`src/rtl/csr_txn_pkg.sv`:
```
// CSR transaction capture: shared types and widths.
// Latency: n/a (types only).
// Backpressure: n/a (types only).
package csr_txn_pkg;

    localparam int CsrAddrW = 12;
    localparam int CsrDataW = 32;
    localparam int SeqW     = 32;

    typedef enum logic [1:0] {
        CSR_READ  = 2'd0,
        CSR_WRITE = 2'd1,
        CSR_SET   = 2'd2,
        CSR_CLEAR = 2'd3
    } csr_op_e;

    typedef struct packed {
        csr_op_e               op;
        logic [CsrAddrW-1:0]   addr;
        logic [CsrDataW-1:0]   wdata;
        logic [CsrDataW-1:0]   rdata;
        logic                  illegal;
        logic [SeqW-1:0]       seq;
    } csr_txn_t;

endpackage

```
`src/rtl/csr_txn_capture_if.sv`:
```
// Captured-transaction output stream: head entry plus valid/ready handshake.
// Latency: n/a (wires only).
// Backpressure: consumer holds txn_ready_i low to stall; producer keeps txn_o stable.
interface csr_txn_capture_if;
    import csr_txn_pkg::*;

    logic     txn_valid_o;
    logic     txn_ready_i;
    csr_txn_t txn_o;

    modport master (
        output txn_valid_o,
        output txn_o,
        input  txn_ready_i
    );

    modport slave (
        input  txn_valid_o,
        input  txn_o,
        output txn_ready_i
    );

endinterface

```
`src/rtl/csr_txn_fifo.sv`:
```
// Generic FIFO: Depth entries of entry_t, head read straight from registered storage.
// Latency: 1 cycle from push to head_vld; no input-to-head combinational path.
// Backpressure: caller must only push when !full or when popping in the same cycle.
module csr_txn_fifo #(
    parameter int  Depth   = 4,
    parameter type entry_t = logic
) (
    input  logic   clk,
    input  logic   rst,
    input  logic   push,
    input  entry_t push_dat,
    input  logic   pop,
    output logic   full,
    output logic   head_vld,
    output entry_t head_dat
);

    localparam int PtrW = (Depth > 1) ? $clog2(Depth) : 1;
    localparam int CntW = PtrW + 1;

    logic [PtrW-1:0] wr_ptr;
    logic [PtrW-1:0] rd_ptr;
    logic [CntW-1:0] count;
    entry_t          mem [Depth];

    logic do_pop;

    assign head_vld = (count != '0);
    assign full     = (count == CntW'(Depth));
    assign do_pop   = pop && head_vld;
    assign head_dat = mem[rd_ptr];

    // Pointers wrap naturally because Depth is a power of two; occupancy
    // is unchanged when a push and a pop land on the same edge.
    always_ff @(posedge clk or posedge rst) begin
        if (rst) begin
            wr_ptr <= '0;
            rd_ptr <= '0;
            count  <= '0;
        end else begin
            if (push) begin
                wr_ptr <= wr_ptr + 1'b1;
            end
            if (do_pop) begin
                rd_ptr <= rd_ptr + 1'b1;
            end
            case ({push, do_pop})
                2'b10:   count <= count + 1'b1;
                2'b01:   count <= count - 1'b1;
                default: count <= count;
            endcase
        end
    end

    // Entry storage carries no reset; its contents are only observed under head_vld.
    always_ff @(posedge clk) begin
        if (push) begin
            mem[wr_ptr] <= push_dat;
        end
    end

endmodule

```
`src/rtl/csr_txn_capture.sv`:
```
// Captures every CSR access into a FIFO of csr_txn_t with a running sequence number.
// Latency: 1 cycle from the access edge to txn_valid_o.
// Backpressure: txn_ready_i low stalls the head; captures into a full buffer without a pop are dropped and counted.
module csr_txn_capture
    import csr_txn_pkg::*;
#(
    parameter int Depth = 4
) (
    input  logic                clk_i,
    input  logic                rst_i,
    input  logic                csr_access_i,
    input  logic [1:0]          csr_op_i,
    input  logic [CsrAddrW-1:0] csr_addr_i,
    input  logic [CsrDataW-1:0] csr_wdata_i,
    input  logic [CsrDataW-1:0] csr_rdata_i,
    input  logic                illegal_csr_i,
    input  logic                clear_i,
    csr_txn_capture_if.master   txn_if,
    output logic                overflow_o,
    output logic [15:0]         drop_cnt_o
);

    logic            fifo_full;
    logic            head_vld;
    csr_txn_t        head_dat;
    csr_txn_t        cap_entry;
    logic            pop;
    logic            push;
    logic            drop;
    logic [SeqW-1:0] seq;

    // A pop frees a slot on the same edge, so a full buffer still accepts
    // a capture that coincides with the consumer taking the head.
    assign pop  = head_vld && txn_if.txn_ready_i;
    assign push = csr_access_i && (!fifo_full || pop);
    assign drop = csr_access_i && fifo_full && !pop;

    // Assemble the entry from this cycle's CSR inputs and the current sequence number.
    always_comb begin
        cap_entry         = '0;
        cap_entry.op      = csr_op_e'(csr_op_i);
        cap_entry.addr    = csr_addr_i;
        cap_entry.wdata   = csr_wdata_i;
        cap_entry.rdata   = csr_rdata_i;
        cap_entry.illegal = illegal_csr_i;
        cap_entry.seq     = seq;
    end

    // Sequence number advances only for captures that actually enter the buffer.
    always_ff @(posedge clk_i or posedge rst_i) begin
        if (rst_i) begin
            seq <= '0;
        end else if (push) begin
            seq <= seq + 1'b1;
        end
    end

    // Sticky overflow and saturating drop count; clear takes priority over a coincident drop.
    always_ff @(posedge clk_i or posedge rst_i) begin
        if (rst_i) begin
            overflow_o <= 1'b0;
            drop_cnt_o <= '0;
        end else if (clear_i) begin
            overflow_o <= 1'b0;
            drop_cnt_o <= '0;
        end else if (drop) begin
            overflow_o <= 1'b1;
            if (drop_cnt_o != 16'hFFFF) begin
                drop_cnt_o <= drop_cnt_o + 16'd1;
            end
        end
    end

    csr_txn_fifo #(
        .Depth   (Depth),
        .entry_t (csr_txn_t)
    ) u_fifo (
        .clk      (clk_i),
        .rst      (rst_i),
        .push     (push),
        .push_dat (cap_entry),
        .pop      (pop),
        .full     (fifo_full),
        .head_vld (head_vld),
        .head_dat (head_dat)
    );

    assign txn_if.txn_valid_o = head_vld;
    assign txn_if.txn_o       = head_dat;

endmodule

```
`src/flat_wrapper.sv`:
```
// flat-port wrapper written by rule: the top's interface ports become plain ports
module csr_txn_capture_flat import csr_txn_pkg::*;
#(
    parameter int Depth = 4
)
  (clk_i, rst_i, csr_access_i, csr_op_i, csr_addr_i, csr_wdata_i, csr_rdata_i, illegal_csr_i, clear_i, overflow_o, drop_cnt_o, txn_if_txn_valid_o, txn_if_txn_o, txn_if_txn_ready_i);
  csr_txn_capture_if txn_if_i ();
  input  logic clk_i;
  input  logic rst_i;
  input  logic csr_access_i;
  input  logic [1:0] csr_op_i;
  input  logic [CsrAddrW-1:0] csr_addr_i;
  input  logic [CsrDataW-1:0] csr_wdata_i;
  input  logic [CsrDataW-1:0] csr_rdata_i;
  input  logic illegal_csr_i;
  input  logic clear_i;
  output logic overflow_o;
  output logic [15:0] drop_cnt_o;
  output wire logic [$bits(txn_if_i.txn_valid_o)-1:0] txn_if_txn_valid_o;
  output wire logic [$bits(txn_if_i.txn_o)-1:0] txn_if_txn_o;
  input wire logic [$bits(txn_if_i.txn_ready_i)-1:0] txn_if_txn_ready_i;
  assign txn_if_txn_valid_o = txn_if_i.txn_valid_o;
  assign txn_if_txn_o = txn_if_i.txn_o;
  assign txn_if_i.txn_ready_i = txn_if_txn_ready_i;
  csr_txn_capture #(.Depth(Depth)) u_core (.clk_i(clk_i), .rst_i(rst_i), .csr_access_i(csr_access_i), .csr_op_i(csr_op_i), .csr_addr_i(csr_addr_i), .csr_wdata_i(csr_wdata_i), .csr_rdata_i(csr_rdata_i), .illegal_csr_i(illegal_csr_i), .clear_i(clear_i), .txn_if(txn_if_i), .overflow_o(overflow_o), .drop_cnt_o(drop_cnt_o));
endmodule
```
`config.mk`:
```
export PLATFORM = sky130hd
export DESIGN_NAME = csr_txn_capture_flat
export DESIGN_NICKNAME = d
export VERILOG_FILES = /design/src/rtl/csr_txn_pkg.sv /design/src/rtl/csr_txn_capture_if.sv /design/src/rtl/csr_txn_fifo.sv /design/src/rtl/csr_txn_capture.sv /design/src/flat_wrapper.sv
export SDC_FILE = /design/constraint.sdc
export NUM_CORES = 1
export LEC_CHECK = 0
export ABC_AREA = 1
export BUFFER_PORTS_ARGS = -buffer_cell sky130_fd_sc_hd__buf_2
export CORE_ASPECT_RATIO = 1.75
export CORE_MARGIN = 1.5
export CORE_UTILIZATION = 40
export CTS_CLUSTER_SIZE = 16
export DETAILED_ROUTE_END_ITERATION = 10
export HOLD_SLACK_MARGIN = 0.15
export PLACE_DENSITY = 0.68
export SLEW_MARGIN = 10
export SYNTH_ARGS = -nofsm -noshare
export SYNTH_HDL_FRONTEND = slang
export SYNTH_SLANG_ARGS = --single-unit
```
`constraint.sdc`:
```
create_clock -name clk_i -period 6.83 [get_ports clk_i]
set_input_delay 1.366 -clock clk_i [delete_from_list [all_inputs] [get_ports clk_i]]
set_output_delay 1.366 -clock clk_i [all_outputs]
set_load 0.1 [all_outputs]
```
## Word-level counts from Yosys, hierarchy flattened

Memories as Yosys holds them, arrays and structs flattened.
Index checks and enable logic that the tools add are counted.

| word-level totals | value |
|---|---|
| register bits after elaboration | 56 |
| memory bits (writable) | 444 |
| input port bits | 84 |
| output and inout bits | 129 |
| logic and storage cells | 38 |
| memories kept | 1 |

Memories:

| memory | words | width | read ports | clocked after memory_dff | wr ports | line | text |
|---|---|---|---|---|---|---|---|
| u_core.u_fifo.mem | 4 | 111 | 1 | 0 | 1 | csr_txn_fifo.sv:24 | `entry_t mem [Depth];` |

| operators by class | value |
|---|---|
| add/sub/neg operators | 6 |
| eq/ne operators | 4 |
| mux-type cells | 8 |
| reduce and logical (&&, ||, !) cells | 13 |

Operators by type and width:

| operator | count |
|---|---|
| $mux 16 | 3 |
| $add 32x1->32 const B | 1 |
| $add 16x1->16 const B | 1 |
| $ne 16x16->1 const B | 1 |
| $pmux 3 s2 | 1 |
| $reduce_bool 2->1 | 3 |
| $logic_and 1x1->1 | 5 |
| $add 2x1->2 const B | 2 |
| $mux 1 | 4 |
| $add 3x1->3 const B | 1 |
| $eq 3x3->1 const B | 1 |
| $reduce_bool 3->1 | 1 |
| $sub 3x1->3 const B | 1 |
| $eq 2x1->1 const B | 1 |
| $eq 2x2->1 const B | 1 |
| $logic_not 1->1 | 2 |
| $reduce_and 2->1 | 1 |
| $logic_or 1x1->1 | 1 |

## Depth between registers and ports, before layout

Gate-level depths: netlist (run 1).

| depth | value |
|---|---|
| depth after elaboration | 6 |
| mapped depth | 11 |
| gate-level depth less buffers | 10 |

## Modules after synthesis

A second synthesis (run 1) with hierarchy kept.

| second synthesis, totals | value |
|---|---|
| cells, all modules | 1,746 |
| area, all modules | 20,787.4 µm² |

By module, submodules not included:

| module | instances | cells an instance | area an instance (µm²) | seq. area each (µm²) |
|---|---|---|---|---|
| csr_txn_fifo | 1 | 1,354 | 17,947.2 | 13,508.0 |
| csr_txn_capture | 1 | 392 | 2,840.2 | 1,226.2 |

## Least setup slack after synthesis (run 1)

No wires, ideal clock.

| timing | value |
|---|---|
| kind | in2reg |
| from | input txn_if_txn_ready_i |
| to | memory u_core.u_fifo.mem[0][0] in the netlist's numbering (enable) |
| library setup time | 582 ps |
| data arrival time | 6,406 ps |
| required time | 6,248 ps |
| path slack | -157 ps |
| cell stages on the path | 5 |
| cell sequence | nor2_2 > nand2_1 > nand2_2 > buf_4 > nor2_1 |

| on the way | value |
|---|---|
| longest elaborated chain between the ends | 5 |

RTL lines:

| item | line | text |
|---|---|---|
| from (decl) | flat_wrapper.sv:21 | `input wire logic [$bits(txn_if_i.txn_ready_i)-1:0] txn_if_txn_ready_i;` |
| $logic_and 1x1->1 | csr_txn_capture.sv:34 | `assign pop = head_vld && txn_if.txn_ready_i;` |
| $logic_or 1x1->1 | csr_txn_capture.sv:35 | `assign push = csr_access_i && (!fifo_full \|\| pop);` |
| $logic_and 1x1->1 | csr_txn_capture.sv:35 |  |
| $mux 1 | csr_txn_fifo.sv:57 | `if (push) begin` |
| $mux 1 (implied by the code) | csr_txn_fifo.sv:58 | `mem[wr_ptr] <= push_dat;` |
| to (decl) | csr_txn_fifo.sv:24 |  |

Every way passes these cells.

## Worst setup path after layout (run 1)

| timing | value |
|---|---|
| from | register u_core.u_fifo.rd_ptr[1] |
| to | output txn_if_txn_o[87] |

| on the way | value |
|---|---|
| longest elaborated chain between the ends | 1 |

RTL lines:

| item | line | text |
|---|---|---|
| from (decl) | csr_txn_fifo.sv:22 | `logic [PtrW-1:0] rd_ptr;` |
| from (signal assigned) | csr_txn_fifo.sv:45 | `rd_ptr <= rd_ptr + 1'b1;` |
| $mem_v2 4x111 | n/a |  |
| to (decl) | flat_wrapper.sv:20 | `output wire logic [$bits(txn_if_i.txn_o)-1:0] txn_if_txn_o;` |

Every way passes these cells.

==> summary.txt, run 1 <==
STA
  • Clock Skew: approximately 0.017 ns
  • Worst Hold Slack: just under 0.5 ns
  • Fmax achieved: 213 MHz
  • Final hold vios: 0
  • RSZ-0062 raised after global routing: no
  • Min Tclk post-route: 4.69 ns
  • Endpoints failing setup: 0
  • Final period util: 68.6%
  • Final worst slack: 2.14 ns
  • Relative slew slack: 32.4%
  • Final TNS setup: 0 ns
  • Worst Tran Pin Value: 1.01 ns
  • Slew Limit Fails: 0

Floorplan
  • Core area: 48600 µm²
  • Initial core utilization: between 40% and 50%
  • DIE AREA: 50400 µm²
  • Die H: 296 µm
  • FP Rows: ~110
  • # IOs: 213
  • Die Wd: 170 µm

Clocking
  • Post-CTS setup buffers: 0
  • Number of hold buffers added after cts: 0
  • CTS Buf Count: 45
  • Maximum buffer depth of the clock tree: 3
  • Clock root buffer: clkbuf_16
  • Clock sinks: 500
  • TritonCTS clock tree: built
  • Skew-Pair Late Insertion Delay: 0.55 ns
  • Post_cts resized: 0
  • H-tree Lvls: 2
  • Reg clk slew, reported paths: around 0.060 ns

Worst setup path
  • Worst EP required: approximately 5.5 ns
  • Setup crit end kind: output pin
  • CP startpoint kind: register
  • R2r worst-path depth: 6
  • Worst Path Arrival: ~3.3 ns
  • Crit-path max cell delay: 0.72 ns
  • WS Path Type: reg2out
  • Delay-heaviest family, CP: buffers and inverters
  • Worst path buffer plus inverter count: 3
  • Crit. path cell count: 5
  • Crit path max-delay cell type: inv_2
  • Critical path peak fanout: 68
  • Critical path, cell by cell: inv_2 > buf_12 > o21ai_0 > o22ai_1 > buf_2

Drt
  • DRC Markers: 0
  • First-iteration detailed-routing DRC count: 807
  • ANT nets after route: 0
  • Routed WL: 45500 µm
  • Avg WL per Cell: between 15 and 20 µm
  • Number of detailed-route iterations in the first pass: 5
  • Vias per Instance: 5.22
  • Vias: 12563

Synthesis
  • Most used DFF post-synth: edfxtp_1
  • Ranking of synthesized cells by area: edfxtp_1 (68%), dfrtp_1 (7.1%), o21ai_0 (5.9%)
  • Syn Nets: around 1600
  • Top-area cell type share of the netlist area: 68.0%
  • Synth Register Bits: 500
  • Sequential area share after synthesis: 75.1%
  • Yosys top cell by area: edfxtp_1
  • Post-synth EDFFs: between 400 and 500
  • Mapped Area: 19600 µm²
  • Asr flop ratio synth: 11.2%
  • Synth warn: 0
  • Gate count of the mapped netlist: 1519
  • Syn Area/Cell: 12.9 µm²
  • Netlist cell types: 35

Placement
  • Port Buffers: 212
  • Gpl congestion: 0.840
  • Worst slack at placement: 2.66 ns
  • Cells after DPL: 2320
  • Final HPWL DP: 26200 µm

Flow run
  • Max-Cap Viols: 0

Layout
  • P&R area growth vs syn: 16.0%
  • Final std cells w/o fill: ~2400
  • Nets@finish: between 1500 and 2000
  • Layout cell share with drive strength beyond 1: ~18%
  • Most common cell after layout, fill and taps aside: edfxtp_1
  • Most frequent cells in the layout: edfxtp_1 (444), nor2_1 (270), o21ai_0 (233)

Global routing
  • GRT Util Overall: 17.8%
  • Vias in the first global route: 12658
  • Grt total ovfl: 0
  • First-pass GRT wire length: just under 70000 µm
  • Largest net degree at the start of global routing: about 110
  • Initial antenna violation count: 5

Hold path
  • Hold WC Path Type: reg2reg
  • Worst hold path depth: 1

Run status
  • Outcome: completed
==> logic make-up after synthesis <==
family / Yosys count / synth area share (%)
fa+ha+maj: 8 / 0.548
flops: 500 / 75.1
simple gates: 484 / 10.1
buf+inv: 144 / 3.07
xor+xnor: 24 / 1.07
compound gates: 359 / 10.1
==> path summary, 6_finish.rpt <==
path | startpoint | endpoint | slack [ns]
max | u_core.u_fifo.rd_ptr[1] | txn_if_txn_o[87] | 2.14
min | u_core.overflow_o | u_core.overflow_o | 0.50
max reg2reg | u_core.u_fifo.count[2] | u_core.u_fifo.mem[2][105] | 3.83
min reg2reg | u_core.overflow_o | u_core.overflow_o | 0.50
max in group asynchronous | rst_i | u_core.u_fifo.rd_ptr[0] | 5.13
min in group asynchronous | rst_i | u_core.u_fifo.rd_ptr[1] | 1.04
==> synth_stat cells (3+ instances only) <==
library cell and number:
edfxtp_1 444, nor2_1 274, o21ai_0 233, nand2_1 129
o22ai_1 111, inv_1 64, dfrtp_1 56, clkbuf_1 50
nand3_1 40, buf_2 23, nand4_1 17, xor2_1 14
xnor2_1 10, ha_1 7, nor2_2 7, o21ai_2 6
a21oi_1 4, buf_4 3, nand2_2 3, nand3b_1 3
nor3_1 3
==> layer usage <==
layer	track usage, %	share of wire, %	up-vias
met3	2.68	4.6	88
met4	9.39	3.8	0
met2	32.6	53	326
li1	-	-	5888
met1	19.7	39	6261
met5	0	0	-
==> sequential cells by signal, indices dropped and copies added, names as in the netlist <==
signal	count
u_core.u_fifo.mem	444
u_core.seq	32
u_core.drop_cnt_o	16
u_core.u_fifo.count	3
u_core.u_fifo.rd_ptr	2
u_core.u_fifo.wr_ptr	2
u_core.overflow_o	1
==> per-stage QoR <==
step | util (%) | cell area [µm²]
finish | 46.8 | 22800
global route | 46.8 | 22800
CTS | 46.8 | 22700
detailed placement | 43.9 | 21300
global placement | 43.9 | 21300
floorplan | - | 19600
==> layout make-up <==
type | count | area, µm²
multi-input combinational | 875 | 4310
antenna | 5 | 12.5
clock inverter | 30 | 263
clock buffer | 52 | 1150
sequential | 500 | 14700
timing repair buffer | 225 | 1210
tap | 654 | 818
fill | 4252 | 25800
inverter | 66 | 253
Power of run 1 is not shown: default switching activity piles up to over one toggle a cycle in this logic, so the estimate is an artifact.
==> inputs of run 2 (changes only) <==
Settings changed: PLACE_DENSITY 0.68 to 0.7.
Clock period 6.83 ns to 4.18 ns, I/O delays scaled along.
==> run 2 against run 1 <==
- utilization grew 0.22 points
- clock skew grew 0.0088 ns
- largest cell class unchanged
- highest routed layer is now met5
- worst hold slack got worse by 0.10 ns
- routed wire length increased by 2.1%
==> summary.txt, run 2 (synthesis results as in run 1) <==
STA
  • Worst Tran Pin Value: 0.778 ns (-0.234 ns)
  • Slew Limit Fails: 0 (unchanged)
  • Final TNS setup: 0 ns (unchanged)
  • Relative slew slack: 48.2% (+16 points)
  • Clock Skew: 0.0260 ns (+0.00882 ns)
  • Fmax achieved: around 260 MHz
  • Final hold vios: 0 (unchanged)
  • RSZ-0062 raised after global routing: no
  • Min Tclk post-route: 3.85 ns
  • Endpoints failing setup: 0 (unchanged)
  • Final period util: 92.1%

Drt
  • First-iteration detailed-routing DRC count: 1007 (+25%)
  • Avg WL per Cell: 19.3 µm (+1.9%)
  • Vias per Instance: 5.27 (+1.0%)
  • Number of detailed-route iterations in the first pass: 5 (unchanged)
  • Vias: 12712 (+1.2%)
  • DRC Markers: 0 (unchanged)
  • ANT nets after route: 0 (unchanged)
  • Routed WL: 46500 µm (+2.1%)

Flow run
  • Max-Cap Viols: 0 (unchanged)

Layout
  • Largest regs: u_core.u_fifo.mem (444), u_core.seq (32), u_core.drop_cnt_o (16)
  • Max reg flops: 444 (unchanged)
  • Final-layout fill cell count: 4266 (+0.33%)
  • Largest reg by FF count: u_core.u_fifo.mem
  • Most frequent cells in the layout: edfxtp_1 (444), nor2_1 (270), o21ai_0 (233)
  • Most common cell after layout, fill and taps aside: edfxtp_1
  • Nets@finish: 1808 (+0.17%)
  • Layout cell share with drive strength beyond 1: 18.4% (+0.072 points)
  • P&R area growth vs syn: 16.6%

Worst setup path
  • Worst Path Arrival: 3.01 ns (-0.31 ns)
  • Setup crit end kind: output pin
  • Critical path peak fanout: 82 (+21%)
  • CP startpoint kind: register
  • WS Path Type: reg2out
  • Worst EP required: 3.34 ns (-2.12 ns)

Clocking
  • CTS Buf Count: 45 (unchanged)
  • Reg clk slew, reported paths: 0.06 ns (about the same)
  • Clock sinks: 500 (unchanged)
  • Clock root buffer: clkbuf_16
  • Post-CTS setup buffers: 0 (unchanged)
  • Post_cts resized: 0 (unchanged)
  • Maximum buffer depth of the clock tree: 3 (unchanged)
  • H-tree Lvls: 2 (unchanged)
  • TritonCTS clock tree: built
  • Skew-Pair Late Insertion Delay: 0.57 ns (+0.02 ns)
  • Number of hold buffers added after cts: 0 (unchanged)

Floorplan
  • # IOs: 213 (unchanged)
  • FP Rows: 107 (unchanged)
  • Initial core utilization: 40.4% (unchanged)
  • Core area: 48600 µm² (unchanged)
  • Die Wd: 170 µm (unchanged)
  • Die H: 296 µm (unchanged)
  • DIE AREA: 50400 µm² (unchanged)

Placement
  • Gpl congestion: 0.881 (+4.9%)
  • Port Buffers: 212 (unchanged)
  • Final HPWL DP: 28000 µm (+6.7%)

Hold path
  • Hold WC Path Type: in2async

Global routing
  • Grt total ovfl: 0 (unchanged)
  • Largest net degree at the start of global routing: 139 (+24%)
  • Vias in the first global route: 12992 (+2.6%)
  • Initial antenna violation count: 6 (+1)
  • GRT Util Overall: 18.3% (+0.51 points)
  • First-pass GRT wire length: 70900 µm (+2.5%)

Run status
  • Outcome: completed
-- run 2: changes by cell type in the layout (fill, tap and decap cells not counted), moves of 2 or more --
cell      previous run  this run
buf_4                9         6
clkinv_8             0         3
clkinv_2             8         5
inv_6                5         3
buf_12               4        10
-- run 2: final cells by class --
type,count,area [µm²],share of cell area [%]
sequential,500,14700,64.5
multi-input combinational,875,4310,18.9
timing repair buffer,228,1310,5.71
clock inverter,29,256,1.12
clock buffer,54,1170,5.12
tap,654,818,3.58
inverter,66,253,1.11
antenna,5,12.5,0.0547
-- run 2: critical path, cell delays in order, from the launching register on --
cell	delay, ns
dfrtp_4	0.66
inv_6	0.53
buf_12	0.33
o21ai_0	0.12
o22ai_1	0.27
buf_2	0.49
-- run 2: worst paths after layout --
path / start / endpoint / slack [ns] / cells after the start
max reg2reg: u_core.u_fifo.count[1] / u_core.u_fifo.count[2] / 1.74 / 9
max in group asynchronous: rst_i / u_core.seq[30] / 2.91 / 3
min in group clk_i: csr_rdata_i[11] / u_core.u_fifo.mem[2][44] / 0.47 / 1
min reg2reg: u_core.overflow_o / u_core.overflow_o / 0.50 / 1
min: rst_i / u_core.seq[0] / 0.39 / 2
max: u_core.u_fifo.rd_ptr[0] / txn_if_txn_o[57] / 0.33 / 5
-- run 2: layer usage --
layer	share of wire, %	vias to the layer above	global-route usage, %
li1	-	5887	-
met3	5.2	96	3.04
met2	55	353	34.8
met4	3.9	2	8.42
met5	0.026	-	0
met1	36	6374	19.5
-- run 2: through the flow --
step / worst slack [ns] / hold WS (ns) / area (µm²) / instances / util, %
5_1_grt: 0.156 / 0.445 / 22900 / 2410 / 47.1
3_3_place_gp: 0.914 / 0.478 / 21400 / 2323 / 44.1
6_report: 0.331 / 0.394 / 22900 / 2411 / 47.1
3_5_place_dp: 0.870 / 0.487 / 21400 / 2323 / 44.1
4_1_cts: 0.275 / 0.403 / 22900 / 2406 / 47.0
2_1_floorplan: -0.401 / 0.478 / 19600 / 1519 / -
Power of run 2 is left out for the same reason.
==> inputs of run 3 (changes only) <==
Settings changed: ABC_AREA 1 to unset, MAX_ROUTING_LAYER set to met4.
==> run 3 against run 2 <==
- critical path depth down 2
- first-iteration DRC count down 34%
- clock skew about the same
- highest routed layer is now met4
- worst hold slack better by 0.074 ns
==> summary.txt, run 3 <==
Clocking
  • Reg clk slew, reported paths: 0.07 ns (about the same)
  • Number of hold buffers added after cts: 0 (unchanged)
  • Maximum buffer depth of the clock tree: 3 (unchanged)
  • Skew-Pair Late Insertion Delay: 0.56 ns (about the same)
  • CTS Buf Count: 45 (unchanged)
  • Post_cts resized: 0 (unchanged)
  • TritonCTS clock tree: built
  • Post-CTS setup buffers: 0 (unchanged)
  • Clock sinks: 500 (unchanged)
  • Clock root buffer: clkbuf_16
  • H-tree Lvls: 2 (unchanged)

Worst setup path
  • WS Path Type: reg2out
  • Worst R2R Setup Slack: 1.54 ns (-0.20 ns)
  • CP startpoint kind: register
  • Reg2reg end: u_core.u_fifo.count[2]
  • Critical path peak fanout: 51 (-38%)
  • Worst EP required: 3.34 ns (about the same)
  • FF-to-FF Start: u_core.u_fifo.count[0]
  • R2r worst-path depth: 9 (unchanged)
  • Worst Path Arrival: 2.56 ns (-0.45 ns)
  • Setup crit end kind: output pin

Layout
  • Final std cells w/o fill: 1705 (-29%)
  • Layout cell share with drive strength beyond 1: 38.0% (+20 points)
  • Post-layout util: 48.0% (+0.99 points)
  • Max reg flops: 444 (unchanged)
  • Largest reg by FF count: u_core.u_fifo.mem
  • Post-route cell area: 22100 µm² (-3.5%)
  • Most common cell after layout, fill and taps aside: edfxtp_1
  • Largest regs: u_core.u_fifo.mem (444), u_core.seq (32), u_core.drop_cnt_o (16)
  • Most frequent cells in the layout: edfxtp_1 (444), buf_2 (212), mux4_2 (111)
  • P&R area growth vs syn: 18.4%
  • Nets@finish: 1171 (-35%)

Floorplan
  • Initial core utilization: 40.6% (+0.20 points)
  • DIE AREA: 47900 µm² (-4.9%)
  • FP Rows: 104 (-2.8%)
  • Die Wd: 166 µm (-2.5%)
  • Die H: 289 µm (-2.5%)
  • # IOs: 213 (unchanged)
  • Core area: 45900 µm² (-5.5%)

Synthesis
  • Netlist cell types: 34 (-2.9%)
  • Count leader, synth: edfxtp_1
  • Post-synth EDFFs: 444 (unchanged)
  • Top-area cell type share of the netlist area: 71.6% (+3.6 points)
  • Syn Area/Cell: 22.4 µm² (+73%)
  • Syn Nets: 924 (-43%)
  • Most used DFF post-synth: edfxtp_1
  • Gate count of the mapped netlist: 832 (-45%)
  • Asr flop ratio synth: 11.2% (unchanged)
  • Synth warn: 0 (unchanged)
  • Mapped Area: 18600 µm² (-5.0%)
  • Ranking of synthesized cells by area: edfxtp_1 (72%), mux4_2 (13%), dfrtp_1 (7.5%)
  • Synth cell count leaders: edfxtp_1 (444), mux4_2 (111), dfrtp_1 (56)
  • Synth Register Bits: 500 (unchanged)
  • Yosys top cell by area: edfxtp_1
  • Sequential area share after synthesis: 79.1% (+4.0 points)

STA
  • Worst Tran Pin Value: 1.08 ns (+0.302 ns)
  • Min Tclk post-route: 3.40 ns (-0.448 ns)
  • Final TNS setup: 0 ns (unchanged)
  • Fmax achieved: 294 MHz (+13%)
  • Clock Skew: 0.0260 ns (-0.0000631 ns)
  • Slew Limit Fails: 0 (unchanged)
  • Final hold vios: 0 (unchanged)
  • Relative slew slack: 28.0% (-20 points)
  • RSZ-0062 raised after global routing: no
  • Endpoints failing setup: 0 (unchanged)
  • Final period util: 81.4% (-11 points)

Drt
  • Vias: 8852 (-30%)
  • Routed WL: 37300 µm (-20%)
  • First-iteration detailed-routing DRC count: 661 (-34%)
  • DRC Markers: 0 (unchanged)
  • ANT nets after route: 0 (unchanged)
  • Avg WL per Cell: 21.9 µm (+13%)
  • Vias per Instance: 5.19 (-1.5%)
  • Number of detailed-route iterations in the first pass: 4 (-1)

Hold path
  • Hold WC Path Type: in2async

Global routing
  • Initial antenna violation count: 7 (+1)
  • Largest net degree at the start of global routing: 66 (-53%)
  • Grt total ovfl: 0 (unchanged)
  • GRT Util Overall: 16.0% (-2.3 points)
  • Vias in the first global route: 9315 (-28%)
  • First-pass GRT wire length: 56000 µm (-21%)

Placement
  • Port Buffers: 212 (unchanged)
  • Final HPWL DP: 22900 µm (-18%)
  • Gpl congestion: 0.752 (-15%)
  • Placed Area: 20500 µm² (-4.2%)
  • Cells after DPL: 1615 (-30%)

Run status
  • Outcome: completed

Flow run
  • Max-Cap Viols: 0 (unchanged)
run 3: layout make-up:
type / instances / area, µm²
sequential: 500 / 14700
fill: 3747 / 23900
antenna: 7 / 17.5
clock buffer: 61 / 1240
inverter: 11 / 41.3
timing repair buffer: 230 / 1260
clock inverter: 22 / 293
multi-input combinational: 291 / 3750
tap: 583 / 729
run 3: kinds of logic (layout without fill, tap and decap cells):
| kind of cell | count (synthesis) | count (layout) | share of synthesized area, % |
|---|---|---|---|
| AO/OA/AOI/OAI | 8 | 8 | 0.248 |
| other | 0 | 7 | 0 |
| AND/OR/NAND/NOR | 114 | 114 | 3.42 |
| flip-flops | 500 | 500 | 79.1 |
| multiplexers | 112 | 112 | 13.5 |
| adder cells (fa/ha/maj) | 8 | 8 | 0.577 |
| XOR/XNOR | 49 | 49 | 2.30 |
| buffers and inverters | 41 | 324 | 0.907 |
run 3: per-stage QoR:
stage | hold WS (ns) | setup slack, ns
2_1_floorplan | 0.461 | 0.0592
3_5_place_dp | 0.490 | 1.09
4_1_cts | 0.456 | 0.702
5_1_grt | 0.464 | 0.676
3_3_place_gp | 0.478 | 1.10
6_report | 0.467 | 0.779
run 3: worst max-delay path: stages (launching register included):
cell	delay, ns
dfrtp_4	0.83
buf_12	0.33
mux4_2	0.30
buf_2	0.43
run 3: how the worst max path moves through the flow:
stage | startpoint | endpoint | slack [ns] | cells after the start
2_1_floorplan | txn_if_txn_ready_i | u_core.u_fifo.mem[0][0] | 0.06 | 2
5_1_grt | u_core.u_fifo.rd_ptr[1] | txn_if_txn_o[106] | 0.68 | 3
3_3_place_gp | txn_if_txn_ready_i | u_core.u_fifo.count[2] | 1.10 | 10
6_report | u_core.u_fifo.rd_ptr[1] | txn_if_txn_o[106] | 0.78 | 3
3_5_place_dp | txn_if_txn_ready_i | u_core.u_fifo.count[2] | 1.09 | 10
4_1_cts | u_core.u_fifo.rd_ptr[1] | txn_if_txn_o[77] | 0.70 | 3
run 3: per-layer routing:
metal / track usage, % / part of all wire (%) / vias to the layer above
li1: - / - / 3914
met1: 18.5 / 39 / 4632
met2: 27.3 / 54 / 235
met3: 2.89 / 4.6 / 71
met4: 7.23 / 3.3 / 0
met5: - / 0 / -
Power of run 3 is left out for the same reason.
